**config.mk**
```make
export PLATFORM = sky130hd
export DESIGN_NAME = wdb_data_dispatch_flat
export DESIGN_NICKNAME = d
export VERILOG_FILES = /design/src/rtl/vector_cache_pkg.sv /design/src/rtl/wdb_data_dispatch_if.sv /design/src/rtl/wdb_hash_fifo.sv /design/src/rtl/wdb_data_dispatch.sv /design/src/flat_wrapper.sv
export SDC_FILE = /design/constraint.sdc
export NUM_CORES = 1
export LEC_CHECK = 0
export ABC_CLOCK_PERIOD_IN_PS = 11140
export CAP_MARGIN = 20
export CORE_UTILIZATION = 49
export CTS_BUF_LIST = sky130_fd_sc_hd__clkbuf_8 sky130_fd_sc_hd__clkbuf_16
export DETAILED_ROUTE_END_ITERATION = 12
export PLACE_DENSITY = 0.82
export SLEW_MARGIN = 20
export SYNTH_ARGS = -nofsm -noshare
export SYNTH_HDL_FRONTEND = slang
export SYNTH_SLANG_ARGS = --single-unit
```
**constraint.sdc**
```tcl
create_clock -name clk -period 11.14 [get_ports clk]
set_clock_uncertainty 0.15 [all_clocks]
set_input_delay 2.228 -clock clk [delete_from_list [all_inputs] [get_ports clk]]
set_output_delay 2.228 -clock clk [all_outputs]
set_load 0.005 [all_outputs]
```
**src/rtl/vector_cache_pkg.sv**
```systemverilog
// Shared types for the vector cache write-data path.
//   group_data_pld_t : one beat of group data travelling toward a data-RAM channel
//   wdb_entry_t      : one buffered write beat, channel select plus payload
package vector_cache_pkg;

  typedef logic [31:0] group_data_pld_t;

  typedef struct packed {
    logic            ch_sel;  // 0 -> even channel of the hash, 1 -> odd channel
    group_data_pld_t pld;
  } wdb_entry_t;

endpackage

```
**src/rtl/wdb_data_dispatch_if.sv**
```systemverilog
// Bundle between the write data buffer, the dispatch block and the data-RAM channels.
//   wdb_data_in_vld/_in/_in_ch_sel/_in_rdy : per-hash beat stream from the write data buffer
//   data_in_vld_todb/_todb/_rdy_fromdb     : per-channel beat stream toward the data RAM
//   dispatch_idle                          : all hash buffers empty
// modport slave is the dispatch block; modport master is its environment.
interface wdb_data_dispatch_if
  import vector_cache_pkg::*;
#(
  parameter int NUM_HASH = 4
);

  logic [NUM_HASH-1:0]   wdb_data_in_vld;
  group_data_pld_t       wdb_data_in [NUM_HASH];
  logic [NUM_HASH-1:0]   wdb_data_in_ch_sel;
  logic [NUM_HASH-1:0]   wdb_data_in_rdy;
  logic [2*NUM_HASH-1:0] data_in_vld_todb;
  group_data_pld_t       data_in_todb [2*NUM_HASH];
  logic [2*NUM_HASH-1:0] data_in_rdy_fromdb;
  logic                  dispatch_idle;

  modport master (
    output wdb_data_in_vld, wdb_data_in, wdb_data_in_ch_sel, data_in_rdy_fromdb,
    input  wdb_data_in_rdy, data_in_vld_todb, data_in_todb, dispatch_idle
  );

  modport slave (
    input  wdb_data_in_vld, wdb_data_in, wdb_data_in_ch_sel, data_in_rdy_fromdb,
    output wdb_data_in_rdy, data_in_vld_todb, data_in_todb, dispatch_idle
  );

endinterface

```
**src/rtl/wdb_hash_fifo.sv**
```systemverilog
// One hash group's write-beat FIFO with a registered input ready, and head decode onto the
// two data-RAM channels owned by the hash.
//   clk, rst    : clock, asynchronous active-high reset
//   in_vld/in_pld/in_ch_sel/in_rdy : incoming beat stream (in_rdy is a flop)
//   out_vld[1:0]: valid toward channel 2i (bit 0) and 2i+1 (bit 1); never both set
//   out_pld     : head payload, shared by both channels
//   out_rdy[1:0]: channel readies; only the selected channel's ready can pop
//   empty_next  : FIFO will be empty after this edge (feeds the idle flop)
module wdb_hash_fifo
  import vector_cache_pkg::*;
#(
  parameter int FIFO_DEPTH = 2
) (
  input  logic            clk,
  input  logic            rst,
  input  logic            in_vld,
  input  group_data_pld_t in_pld,
  input  logic            in_ch_sel,
  output logic            in_rdy,
  output logic [1:0]      out_vld,
  output group_data_pld_t out_pld,
  input  logic [1:0]      out_rdy,
  output logic            empty_next
);

  localparam int CNT_W = $clog2(FIFO_DEPTH + 1);
  localparam int PTR_W = (FIFO_DEPTH > 1) ? $clog2(FIFO_DEPTH) : 1;
  localparam logic [CNT_W-1:0] DEPTH_C  = CNT_W'(FIFO_DEPTH);
  localparam logic [PTR_W-1:0] LAST_PTR = PTR_W'(FIFO_DEPTH - 1);

  wdb_entry_t       mem_reg [FIFO_DEPTH];
  logic [PTR_W-1:0] wr_ptr_reg, wr_ptr_next;
  logic [PTR_W-1:0] rd_ptr_reg, rd_ptr_next;
  logic [PTR_W-1:0] prev_ptr;
  logic [CNT_W-1:0] count_reg, count_next;
  logic             rdy_reg;
  logic             push, pop, nonempty;
  wdb_entry_t       head;

  assign push     = in_vld & rdy_reg;
  assign nonempty = (count_reg != '0);
  assign head     = mem_reg[rd_ptr_reg];

  // The select bit picks exactly one of the pair, so the two channels can never be valid together.
  assign out_vld  = {nonempty & head.ch_sel, nonempty & ~head.ch_sel};
  assign pop      = |(out_vld & out_rdy);

  // When empty, present the entry that was the head last, so the payload never goes undefined.
  assign prev_ptr = (rd_ptr_reg == '0) ? LAST_PTR : rd_ptr_reg - 1'b1;
  assign out_pld  = nonempty ? head.pld : mem_reg[prev_ptr].pld;

  assign in_rdy     = rdy_reg;
  assign empty_next = (count_next == '0);

  always_comb begin
    count_next  = count_reg;
    wr_ptr_next = wr_ptr_reg;
    rd_ptr_next = rd_ptr_reg;
    case ({push, pop})
      2'b10:   count_next = count_reg + 1'b1;
      2'b01:   count_next = count_reg - 1'b1;
      default: count_next = count_reg;
    endcase
    if (push) wr_ptr_next = (wr_ptr_reg == LAST_PTR) ? '0 : wr_ptr_reg + 1'b1;
    if (pop)  rd_ptr_next = (rd_ptr_reg == LAST_PTR) ? '0 : rd_ptr_reg + 1'b1;
  end

  always_ff @(posedge clk or posedge rst) begin
    if (rst) begin
      count_reg  <= '0;
      wr_ptr_reg <= '0;
      rd_ptr_reg <= '0;
      rdy_reg    <= 1'b0;
      for (int e = 0; e < FIFO_DEPTH; e++) mem_reg[e] <= '0;
    end else begin
      count_reg  <= count_next;
      wr_ptr_reg <= wr_ptr_next;
      rd_ptr_reg <= rd_ptr_next;
      // Ready looks only at the next occupancy, which keeps channel readies off the input ready
      // path; a full FIFO therefore refuses a beat even in a cycle where it pops.
      rdy_reg    <= (count_next < DEPTH_C);
      if (push) mem_reg[wr_ptr_reg] <= {in_ch_sel, in_pld};
    end
  end

  a_one_channel: assert property (@(posedge clk) disable iff (rst) !(out_vld[0] && out_vld[1]));
  a_no_push_full: assert property (@(posedge clk) disable iff (rst) !(push && count_reg == DEPTH_C));
  a_count_bound: assert property (@(posedge clk) disable iff (rst) count_reg <= DEPTH_C);

endmodule

```
**src/rtl/wdb_data_dispatch.sv**
```systemverilog
// Steers per-hash write beats from the write data buffer onto the two data-RAM channels of each
// hash (2i or 2i+1, picked per beat), buffering each hash independently.
//   clk, rst : clock, asynchronous active-high reset
//   bus      : wdb_data_dispatch_if.slave carrying the per-hash input streams, the per-channel
//              output streams and dispatch_idle (registered: all hash FIFOs empty)
module wdb_data_dispatch
  import vector_cache_pkg::*;
#(
  parameter int NUM_HASH   = 4,
  parameter int FIFO_DEPTH = 2
) (
  input  logic                  clk,
  input  logic                  rst,
  wdb_data_dispatch_if.slave    bus
);

  group_data_pld_t     head_pld [NUM_HASH];
  logic [NUM_HASH-1:0] empty_next;
  logic                idle_reg;

  for (genvar gi = 0; gi < NUM_HASH; gi++) begin : g_hash
    wdb_hash_fifo #(
      .FIFO_DEPTH(FIFO_DEPTH)
    ) u_fifo (
      .clk        (clk),
      .rst        (rst),
      .in_vld     (bus.wdb_data_in_vld[gi]),
      .in_pld     (bus.wdb_data_in[gi]),
      .in_ch_sel  (bus.wdb_data_in_ch_sel[gi]),
      .in_rdy     (bus.wdb_data_in_rdy[gi]),
      .out_vld    (bus.data_in_vld_todb[2*gi +: 2]),
      .out_pld    (head_pld[gi]),
      .out_rdy    (bus.data_in_rdy_fromdb[2*gi +: 2]),
      .empty_next (empty_next[gi])
    );

    assign bus.data_in_todb[2*gi]     = head_pld[gi];
    assign bus.data_in_todb[2*gi + 1] = head_pld[gi];
  end

  always_ff @(posedge clk or posedge rst) begin
    if (rst) idle_reg <= 1'b1;
    else     idle_reg <= &empty_next;
  end

  assign bus.dispatch_idle = idle_reg;

endmodule

```
**src/flat_wrapper.sv**
```systemverilog
// flat-port wrapper written by rule: the top's interface ports become plain ports
module wdb_data_dispatch_flat import vector_cache_pkg::*;
#(
  parameter int NUM_HASH   = 4,
  parameter int FIFO_DEPTH = 2
)
  (clk, rst, bus_wdb_data_in_vld, bus_wdb_data_in, bus_wdb_data_in_ch_sel, bus_data_in_rdy_fromdb, bus_wdb_data_in_rdy, bus_data_in_vld_todb, bus_data_in_todb, bus_dispatch_idle);
  wdb_data_dispatch_if #(.NUM_HASH(NUM_HASH)) bus_i ();
  input  logic clk;
  input  logic rst;
  input wire logic [$bits(bus_i.wdb_data_in_vld)-1:0] bus_wdb_data_in_vld;
  input wire logic [$bits(bus_i.wdb_data_in)-1:0] bus_wdb_data_in;
  input wire logic [$bits(bus_i.wdb_data_in_ch_sel)-1:0] bus_wdb_data_in_ch_sel;
  input wire logic [$bits(bus_i.data_in_rdy_fromdb)-1:0] bus_data_in_rdy_fromdb;
  output wire logic [$bits(bus_i.wdb_data_in_rdy)-1:0] bus_wdb_data_in_rdy;
  output wire logic [$bits(bus_i.data_in_vld_todb)-1:0] bus_data_in_vld_todb;
  output wire logic [$bits(bus_i.data_in_todb)-1:0] bus_data_in_todb;
  output wire logic [$bits(bus_i.dispatch_idle)-1:0] bus_dispatch_idle;
  assign bus_i.wdb_data_in_vld = bus_wdb_data_in_vld;
  assign bus_i.wdb_data_in = {>>{bus_wdb_data_in}};
  assign bus_i.wdb_data_in_ch_sel = bus_wdb_data_in_ch_sel;
  assign bus_i.data_in_rdy_fromdb = bus_data_in_rdy_fromdb;
  assign bus_wdb_data_in_rdy = bus_i.wdb_data_in_rdy;
  assign bus_data_in_vld_todb = bus_i.data_in_vld_todb;
  assign bus_data_in_todb = {>>{bus_i.data_in_todb}};
  assign bus_dispatch_idle = bus_i.dispatch_idle;
  wdb_data_dispatch #(.NUM_HASH(NUM_HASH), .FIFO_DEPTH(FIFO_DEPTH)) u_core (.clk(clk), .rst(rst), .bus(bus_i));
endmodule
```
======== Word level (Yosys, flattened, before mapping) ========
Cells that the tools add are included.
word-level totals
  output and inout port bits .............. 269
  flip-flop bits (word level) ............. 285
  logic and storage cells ................. 186
  input port bits ......................... 146
cells by class
  equal/unequal tests ..................... 8
  $add $sub $neg .......................... 20
  muxes and demuxes ....................... 56
  reduce and logical (&&, ||, !) cells .... 17
  magnitude comparators ................... 20
  bitwise logic cells ..................... 32
operator list
  cell                                                        number
  2-to-1 mux 33 bit                                           16
  2-to-1 mux 32 bit                                           16
  bitwise mux 66 bit                                          4
  demux 33 bit (select 1 bit)                                 4
  >= comparator 2 bit, second input constant                  12
  inverter 1 -> 2 bit                                         12
  one-hot mux 2 bit (2 select lines)                          4
  AND 1 bit                                                   12
  2-to-1 mux 1 bit                                            12
  adder 1 bit, second input constant                          8
  adder 2 x 1 -> 2 bit, second input constant                 4
  AND 2 bit                                                   4
  == test 2 x 1 -> 1 bit, second input constant               4
  == test 2 bit, second input constant                        4
  logical NOT 2 bit                                           4
  less-than comparator 2 x 1 -> 1 bit, second input constant  4
  less-than comparator 2 bit, second input constant           4
  nonzero test 2 bit                                          4
  OR reduction 2 bit                                          4
  subtractor 2 x 1 -> 2 bit, second input constant            4
  logical AND 1 bit                                           4
  inverter 1 bit                                              4
  AND reduction 4 bit                                         1
  subtractor 1 bit, second input constant                     4

======== Logic depth before layout (Yosys ltp) ========
Gate-level depths: netlist of run 1.
  word-level depth ........................ 12
  depth in mapped cells ................... 8
  mapped depth without buffers ............ 8

======== By module ========
A second synthesis of run 1 with hierarchy kept.
second synthesis, totals
  cells, all modules ...................... 959
  area total of the unflattened synthesis .. 14194.9 um^2
modules (own cells, without submodules)
  module                                        seq. area each (um^2)  area an instance (um^2)  cells an instance  instances
  wdb_hash_fifo at u_core.g_hash[1].u_fifo ...  1776.7                 3305.7                   207                2
  wdb_hash_fifo at u_core.g_hash[0].u_fifo ...  1776.7                 3291.9                   207                2
  wdb_data_dispatch                             26.3                   999.7                    131                1

======== Least setup slack after synthesis of run 1 ========
No wires, ideal clock.
  path type ............................... register -> output
  start point ............................. reg u_core.g_hash[2].u_fifo.count_reg[0]
  end point ............................... out bus_data_in_todb[100]
  setup slack ............................. 7.343 ns
  stages on the path, launching flop included .. 6
  path buffers ............................ 2
  data arrival time ....................... 1.419 ns
  cell sequence ........................... dfrtp_1 > nor2_4 > xnor2_4 > buf_6 > mux2_4 > buf_4
between the ends
  cells in the longest elaborated chain, start to end .. 2
RTL lines
  item                    RTL line             RTL
  from (decl)             wdb_hash_fifo.sv:35  logic [CNT_W-1:0] count_reg, count_next;
  from (signal assigned)  wdb_hash_fifo.sv:76  count_reg <= count_next;
  nonzero test 2 bit      wdb_hash_fifo.sv:41  assign nonempty = (count_reg != '0);
  2-to-1 mux 32 bit       wdb_hash_fifo.sv:50  assign out_pld = nonempty ? head.pld : mem_reg[prev_ptr].pld;
  to (decl)               flat_wrapper.sv:17   output wire logic [$bits(bus_i.data_in_todb)-1:0] bus_data_in_todb;
No other way between the ends.

======== Worst setup path after layout of run 1 ========
  start point ............................. reg u_core.g_hash[3].u_fifo.rd_ptr_reg
  end point ............................... out bus_data_in_todb[63]
between the ends
  cells in the longest elaborated chain, start to end .. 7
RTL lines
  item                                                  RTL line             RTL
  from (decl)                                           wdb_hash_fifo.sv:33  logic [PTR_W-1:0] rd_ptr_reg, rd_ptr_next;
  from (signal assigned)                                wdb_hash_fifo.sv:78  rd_ptr_reg <= rd_ptr_next;
  subtractor 1 bit                                      wdb_hash_fifo.sv:49  assign prev_ptr = (rd_ptr_reg == '0) ? LAST_PTR : rd_ptr_reg - 1'b1;
  2-to-1 mux 1 bit                                      wdb_hash_fifo.sv:49
  inverter 1 -> 2 bit (not written as such)             wdb_hash_fifo.sv:50
  2-to-1 mux 32 bit (not written as such) (3 in a row)  wdb_hash_fifo.sv:50
  2-to-1 mux 32 bit *                                   wdb_hash_fifo.sv:50
Every way passes the cells marked *; elsewhere a longest branch is shown, timed or not. The select of a mux whose other input is x is not followed.

==> results_dict.tcl, run 1 <==
set metrics [dict create \
    avgSynthCellArea_sq_um 15.4 \
    cp-end-kind "output port" \
    initialDrtViolationCount 311 \
    die_w_um 174 \
    synthArstFlopShare 1.00 \
    ys.warnings.count 0 \
    max_slew_margin 0.341 \
    rows 62 \
    ant_nets 0 \
    layout_common_cells "clkdlybuf4s50_1, dfrtp_1, mux2_4" \
    cap_violations 0 \
    clkSlewWorstSetupHoldPaths_ns 0.06 \
    grt.overflow.total 0 \
    outcome "completed" \
    cts_tree "yes" \
    min_path_type "reg -> reg" \
    fin_tns_setup_ns 0 \
    hpwlAfterDp_um 20900 \
    synth_flop_cell "dfrtp_1" \
    wirelength_um 30400 \
    wl_per_cell_um 18.6 \
    startpoint_type "register" \
    seq_area_frac_synth 0.491 \
    synthTopCellsByArea "dfrtp_1, mux2_4, mux2_2, buf_4, buf_6" \
    cts_resized 0 \
    drc_errors 0 \
    htreeDepth 1 \
    power.density_nw_per_um2 401 \
    hold_start "u_core.g_hash[0].u_fifo.wr_ptr_reg" \
    cts.sinks 285 \
    path_cells "xnor2_4 -> buf_4 -> mux2_2 -> clkdlybuf4s50_1" \
    final_cells 1637 \
    yosys.cell_types.count 25 \
    syn_inst 942 \
    gp_congestion 0.744 \
    grt_pass1_wl_um 48300 \
    path_max_fanout 18 \
    final_common_cell "clkdlybuf4s50_1" \
    antenna_found_initial 1 \
    fmax_mhz 186 \
    min_period_over_period 0.483 \
    max_slew.worst_pin.slew_ns 0.989 \
    die_h_um 174 \
    synth_edf_count 0 \
    r2r_setup_slack_ns 8.68 \
    area_growth_pct 30.1 \
    root_buffer "clkbuf_16" \
    dr.pass1.iters 4 \
    numCtsBuffers 31 \
    stdcell_area_sq_um 18900 \
    grt_max_degree 148 \
    min_period_ns 5.38 \
    worstHoldEndpoint "u_core.g_hash[0].u_fifo.wr_ptr_reg" \
    slew_viol_final 0 \
    hold_viol_final 0 \
    synth_top_area_share 0.489 \
    cp.arrival_ns 3.00 \
    largest_reg_flops 264 \
    post-place-ws_ns 6.30 \
    required_ns 8.76 \
    synth_seq_cells 285 \
    worstSetupPathType "reg -> out" \
    vias 8187 \
    rr_endpoint "u_core.bus.dispatch_idle" \
    setup_viol 0 \
    via_per_inst 5.00 \
    placedCellCount 1579 \
    yosysTopAreaCell "dfrtp_1" \
    r2r_cells 8 \
    cts-hold-fix-buffers 0 \
    setup_slack_ns 5.76 \
    crit_path_start "u_core.g_hash[3].u_fifo.rd_ptr_reg" \
    grt_pass1_vias 8906 \
    fin_nets 1378 \
    syn-num-nets 1092 \
    die_area_sq_um 30300 \
    hold-path-cell-count 2 \
    irDropWorstVdd_mv 0.244 \
    dpl_cell_area_sq_um 17900 \
    critPathSlowestCell "xnor2_4" \
    drive_gt1_frac 0.375 \
    grt_setup_unrepaired "no" \
    cpPeakStageDelay_ns 0.67 \
    portBuffers 414 \
    syn_area_sq_um 14500 \
    grt_usage 0.198 \
    cts_setup_buffers 0 \
    p_leak_uw 0.00862 \
    core_sq_um 28900 \
    ios 415 \
    clock_latency_ns 0.55 \
    initial_core_util 0.502 \
    rr_startpoint "u_core.g_hash[0].u_fifo.rd_ptr_reg" \
    cts_buffer_depth 3 \
]
## where the power goes
| part | total, uW | switching [uW] | internal (uW) |
|---|---|---|---|
| registers | 1900 | 327 | 1580 |
| logic | 4690 | 1510 | 3180 |
| clock network | 1000 | 411 | 589 |
## worst max-delay path, delay by kind of cell, from the launching register on
| family | cells | cell delay, ns |
|---|---|---|
| DFF | 1 | 0.47 |
| xor gates and xnor gates | 1 | 0.67 |
| buffers and inverters | 2 | 0.90 |
| muxes | 1 | 0.42 |
## stage by stage
stage                     hold slack, ns   util  power [uW]
after floorplan                    0.309      -        4960
after global placement             0.325  0.618        6530
after detailed placement           0.332  0.618        6640
after CTS                          0.349  0.653        7690
after global routing               0.362  0.653        8010
final                              0.344  0.653        7590
## layer usage
layer | track usage | vias to the layer above | part of all wire
li1 | - | 3736 | -
met1 | 0.244 | 4121 | 0.40
met2 | 0.348 | 284 | 0.51
met3 | 0.0433 | 46 | 0.065
met4 | 0.0556 | 0 | 0.024
met5 | 0 | - | 0
## synthesized netlist by cell type (3+ instances only)
library cell / number
ha_1: 4
or2_1: 4
dfrtp_1: 284
nor2_4: 4
nand2_1: 12
xnor2_1: 8
nor2_1: 11
mux2_2: 156
buf_2: 12
o21ai_0: 5
buf_4: 132
nor2b_1: 4
xnor2_4: 4
mux2i_1: 16
xor2_1: 3
buf_6: 28
mux2_4: 236
nand3_1: 5
inv_1: 5
o31ai_1: 4
## cell type report
class	count	area, sq um
Antenna cell	1	2.50
Inverter	5	26.3
Multi-Input combinational cell	480	6020
Fill cell	2073	10000
Timing Repair Buffer	425	4240
Tap cell	384	480
Sequential cell	285	7130
Clock inverter	20	146
Clock buffer	37	858
## kinds of logic after synthesis
group,Yosys count,synth area share
adder cells (fa/ha/maj),4,0.00345
flip-flops,285,0.491
AND/OR/NAND/NOR,44,0.0164
multiplexers,408,0.376
buffers and inverters,177,0.0953
XOR/XNOR,15,0.0142
AO/OA/AOI/OAI,9,0.00379
## worst max path at each step
stage | to | slack (ns) | depth (start not counted)
3_3_place_gp | bus_data_in_todb[63] | 6.35 | 5
5_1_grt | bus_data_in_todb[63] | 5.61 | 4
4_1_cts | bus_data_in_todb[63] | 5.70 | 4
3_5_place_dp | bus_data_in_todb[63] | 6.30 | 5
2_1_floorplan | u_core.g_hash[0].u_fifo.count_reg[0] | 0.90 | 1
6_report | bus_data_in_todb[63] | 5.76 | 4
(Power assumes the default switching activity.)
==> run 2, diff against run 1 <==
ABC_CLOCK_PERIOD_IN_PS = 5250   (was 11140)
clock period = 5.25 ns   (was 11.14 ns; I/O delays follow)
==> results_dict.tcl, run 2 (synthesis gave the netlist of run 1 again) <==
set metrics [dict create \
    outcome "completed" \
    gp_congestion 0.756 \
    slew_viol_final 0 \
    cp.arrival_ns 3.09 \
    root_buffer "clkbuf_16" \
    clkSlewWorstSetupHoldPaths_ns 0.06 \
    layout_common_cells "clkdlybuf4s50_1, dfrtp_1, mux2_4" \
    max_slew.worst_pin.slew_ns 1.03 \
    die_h_um 174 \
    required_ns 4.05 \
    startpoint_type "register" \
    power.density_nw_per_um2 850 \
    htreeDepth 1 \
    holdWs_ns 0.350 \
    hold_viol_final 0 \
    wl_met3_um 1910 \
    core_sq_um 28900 \
    cp-end-kind "output port" \
    wl_per_cell_um 18.9 \
    setup_viol 0 \
    numCtsBuffers 31 \
    initialDrtViolationCount 300 \
    fin_tns_setup_ns 0 \
    cts_tree "yes" \
    top_layer_used "met4" \
    met1Wirelength_um 12900 \
    ios 415 \
    clock_latency_ns 0.55 \
    vias 8204 \
    grt_pass1_vias 8686 \
    initial_core_util 0.502 \
    grt_max_degree 103 \
    cap_violations 0 \
    cts_setup_buffers 0 \
    min_period_over_period 0.817 \
    antenna_found_initial 0 \
    p_leak_uw 0.00865 \
    grt_pass1_wl_um 48700 \
    drc_errors 0 \
    die_area_sq_um 30300 \
    grt_setup_unrepaired "no" \
    irDropWorstVdd_mv 0.564 \
    grt_usage 0.201 \
    fmax_mhz 233 \
    grt.overflow.total 0 \
    largest_reg_flops 264 \
    final_common_cell "clkdlybuf4s50_1" \
    hpwlAfterDp_um 21700 \
    cts-hold-fix-buffers 0 \
    wirelength_um 30900 \
    min_period_ns 4.29 \
    cts_buffer_depth 3 \
    fin_nets 1382 \
    portBuffers 414 \
    cts_resized 0 \
    ant_nets 0 \
    cts.sinks 285 \
    via_per_inst 5.00 \
    worstSetupPathType "reg -> out" \
    max_slew_margin 0.311 \
    die_w_um 174 \
    routed-wl-met2_um 15500 \
    min_path_type "reg -> reg" \
    rows 62 \
    drive_gt1_frac 0.373 \
    antenna_cells 0 \
    dr.pass1.iters 4 \
    path_max_fanout 21 \
    area_growth_pct 30.3 \
]
-- run 2: cell count changes in the layout (fill, tap and decap cells not counted), sizes merged --
cell / previous run / this run
clkbuf: 37 / 41
bufinv: 2 / 0
buf: 11 / 15
clkinv: 12 / 4
clkinvlp: 0 / 1
diode: 1 / 0
inv: 11 / 16
-- run 2: stage by stage --
step           setup WS (ns)  instances   util  power [uW]  instance area, sq um
6_report               0.959       1640  0.654       16100                 18900
5_1_grt                0.856       1640  0.654       16900                 18900
4_1_cts                0.944       1640  0.654       16300                 18900
3_5_place_dp            1.55       1583  0.620       14100                 17900
3_3_place_gp            1.59       1582  0.619       13900                 17900
2_1_floorplan          0.274        942      -       10500                 14500
-- run 2: path summary, 6_finish.rpt --
path                                                       end  depth (start not counted)  slack [ns]                          startpoint
max                                      bus_data_in_todb[184]                          4        0.96  u_core.g_hash[1].u_fifo.rd_ptr_reg
min                         u_core.g_hash[2].u_fifo.mem_reg[0]                          1        0.35  u_core.g_hash[2].u_fifo.mem_reg[0]
max reg2reg                           u_core.bus.dispatch_idle                          8        2.56  u_core.g_hash[3].u_fifo.rd_ptr_reg
min reg2reg                 u_core.g_hash[2].u_fifo.mem_reg[0]                          1        0.35  u_core.g_hash[2].u_fifo.mem_reg[0]
max in group asynchronous   u_core.g_hash[0].u_fifo.mem_reg[2]                          3        3.04                                 rst
min in group asynchronous  u_core.g_hash[3].u_fifo.mem_reg[12]                          2        0.90                                 rst
-- run 2: final cells by class --
class / instances / area, sq um
fillers: 2071 / 10000
repair buffers: 429 / 4290
multi-input cells: 480 / 6010
clock inverters: 16 / 70.1
flip-flops and latches: 285 / 7130
clock buffers: 41 / 913
well taps: 384 / 480
inverters: 5 / 22.5
-- run 2: routing by layer --
metal / vias up / global-route usage
met4: 0 / 0.0461
met5: - / 0
met1: 4133 / 0.252
met2: 283 / 0.354
met3: 49 / 0.0433
li1: 3739 / -
-- run 2: critical path: stages (launching register included) --
cell and delay [ns]:
dfrtp_1 0.47, xnor2_4 0.86, buf_4 0.39, mux2_4 0.34, clkdlybuf4s50_1 0.48
-- run 2: where the power goes --
| group | total (uW) | leakage [uW] | switching [uW] | internal, uW |
|---|---|---|---|---|
| Clock | 2050 | 0.000533 | 850 | 1200 |
| Combinational | 9990 | 0.00475 | 3230 | 6760 |
| Sequential | 4040 | 0.00337 | 699 | 3340 |
| Total | 16100 | 0.00865 | 4780 | 11300 |
==> run 3, diff against run 2 <==
ABC_CLOCK_PERIOD_IN_PS = 4100   (was 5250)
clock period = 4.1 ns   (was 5.25 ns; I/O delays follow)
==> results_dict.tcl, run 3 (synthesis gave the netlist of run 1 again) <==
set metrics [dict create \
    area_growth_pct 31.2 \
    cts_resized 0 \
    wl_per_cell_um 19.0 \
    min_path_type "reg -> reg" \
    setup_viol 0 \
    pwr-share-seq 0.249 \
    min_period_over_period 0.949 \
    drive_gt1_frac 0.381 \
    wirelength_um 31300 \
    power_switching_uw 6190 \
    required_ns 3.13 \
    min_period_ns 3.89 \
    ios 415 \
    setup_slack_ns 0.209 \
    dr.pass1.iters 4 \
    vias 8233 \
    path_max_fanout 16 \
    core_sq_um 28900 \
    startpoint_type "register" \
    swShare 0.297 \
    globalRouteMet1Util 0.252 \
    htreeDepth 1 \
    die_area_sq_um 30300 \
    max_slew.worst_pin.slew_ns 0.907 \
    die_w_um 174 \
    p_total_uw 20800 \
    cts-hold-fix-buffers 0 \
    p_leak_uw 0.00869 \
    numCtsBuffers 31 \
    cts_tree "yes" \
    largest_reg_flops 264 \
    grtUsageMet3 0.0455 \
    grt_setup_unrepaired "no" \
    layout_common_cells "clkdlybuf4s50_1, dfrtp_1, mux2_4" \
    grt_max_degree 93 \
    ant_nets 0 \
    grt_pass1_wl_um 49200 \
    irDropWorstVdd_mv 0.704 \
    hold_viol_final 0 \
    power.density_nw_per_um2 1090 \
    max_slew_margin 0.393 \
    cts.sinks 285 \
    post-place-ws_ns 0.607 \
    internal-power_uw 14700 \
    seq_area_sq_um 7130 \
    clkSlewWorstSetupHoldPaths_ns 0.06 \
    portBuffers 414 \
    initialDrtViolationCount 340 \
    holdWs_ns 0.350 \
    fmax_mhz 257 \
    root_buffer "clkbuf_16" \
    grt.overflow.total 0 \
    cts_buffer_depth 3 \
    rows 62 \
    gp_congestion 0.734 \
    cp-end-kind "output port" \
    hpwlAfterDp_um 21900 \
    outcome "completed" \
    p_comb_frac 0.618 \
    grt_usage 0.204 \
    final_common_cell "clkdlybuf4s50_1" \
    initial_core_util 0.502 \
    power_frac_clock 0.133 \
    antenna_found_initial 1 \
    cp.arrival_ns 2.92 \
    grt_pass1_vias 8906 \
    fin_tns_setup_ns 0 \
    via_per_inst 5.00 \
    grtUsageMet2 0.356 \
    clock_latency_ns 0.55 \
    multi_input_area_sq_um 6040 \
    cts_setup_buffers 0 \
    die_h_um 174 \
    worstSetupPathType "reg -> out" \
    fin_nets 1389 \
    nFillCells 2056 \
    drc_errors 0 \
    cap_violations 0 \
    grt-busiest-layer "met2" \
    slew_viol_final 0 \
]
-- run 3: metal layers --
metal / wire length (um) / vias up
li1: - / 3746
met1: 12900 / 4140
met2: 15700 / 299
met3: 1920 / 48
met4: 776 / 0
met5: 0 / -
-- run 3: power by group through the flow --
| stage | clock (uW) | combinational, uW | sequential (uW) |
|---|---|---|---|
| 2_1_floorplan | 0 | 8550 | 4920 |
| 6_report | 2770 | 12900 | 5190 |
| 5_1_grt | 2960 | 13600 | 5360 |
| 3_5_place_dp | 0 | 12900 | 5190 |
| 4_1_cts | 2850 | 13000 | 5180 |
| 3_3_place_gp | 0 | 12700 | 5120 |
-- run 3: worst paths after layout --
check,end,cells past startpoint,start,slack (ns)
max,bus_data_in_todb[127],5,u_core.g_hash[2].u_fifo.count_reg[0],0.21
max reg2reg,u_core.bus.dispatch_idle,8,u_core.g_hash[3].u_fifo.rd_ptr_reg,1.46
min,u_core.g_hash[2].u_fifo.wr_ptr_reg,2,u_core.g_hash[2].u_fifo.wr_ptr_reg,0.35
max in group asynchronous,u_core.g_hash[0].u_fifo.mem_reg[38],3,rst,2.39
min in group asynchronous,u_core.g_hash[1].u_fifo.mem_reg[36],2,rst,0.55
min reg2reg,u_core.g_hash[2].u_fifo.wr_ptr_reg,2,u_core.g_hash[2].u_fifo.wr_ptr_reg,0.35
-- run 3: metrics by stage --
stage / utilization / instance area, sq um / std cells
after floorplan: - / 14500 / 942
after global placement: 0.622 / 18000 / 1588
after detailed placement: 0.622 / 18000 / 1588
after CTS: 0.658 / 19000 / 1643
after global routing: 0.659 / 19100 / 1645
final: 0.659 / 19100 / 1646
-- run 3: critical path: stages, from the launching register on --
cell and delay (ns):
dfrtp_1 0.43, nor2_4 0.09, xnor2_4 0.64, buf_4 0.36, mux2_2 0.38, clkdlybuf4s50_1 0.45
-- run 3: cell type report --
cell class	count	area share
Timing Repair Buffer	434	0.229
Clock inverter	15	0.00669
Multi-Input combinational cell	482	0.317
Tap cell	384	0.0252
Antenna cell	1	0.000131
Sequential cell	285	0.374
Inverter	5	0.00118
Clock buffer	40	0.0472
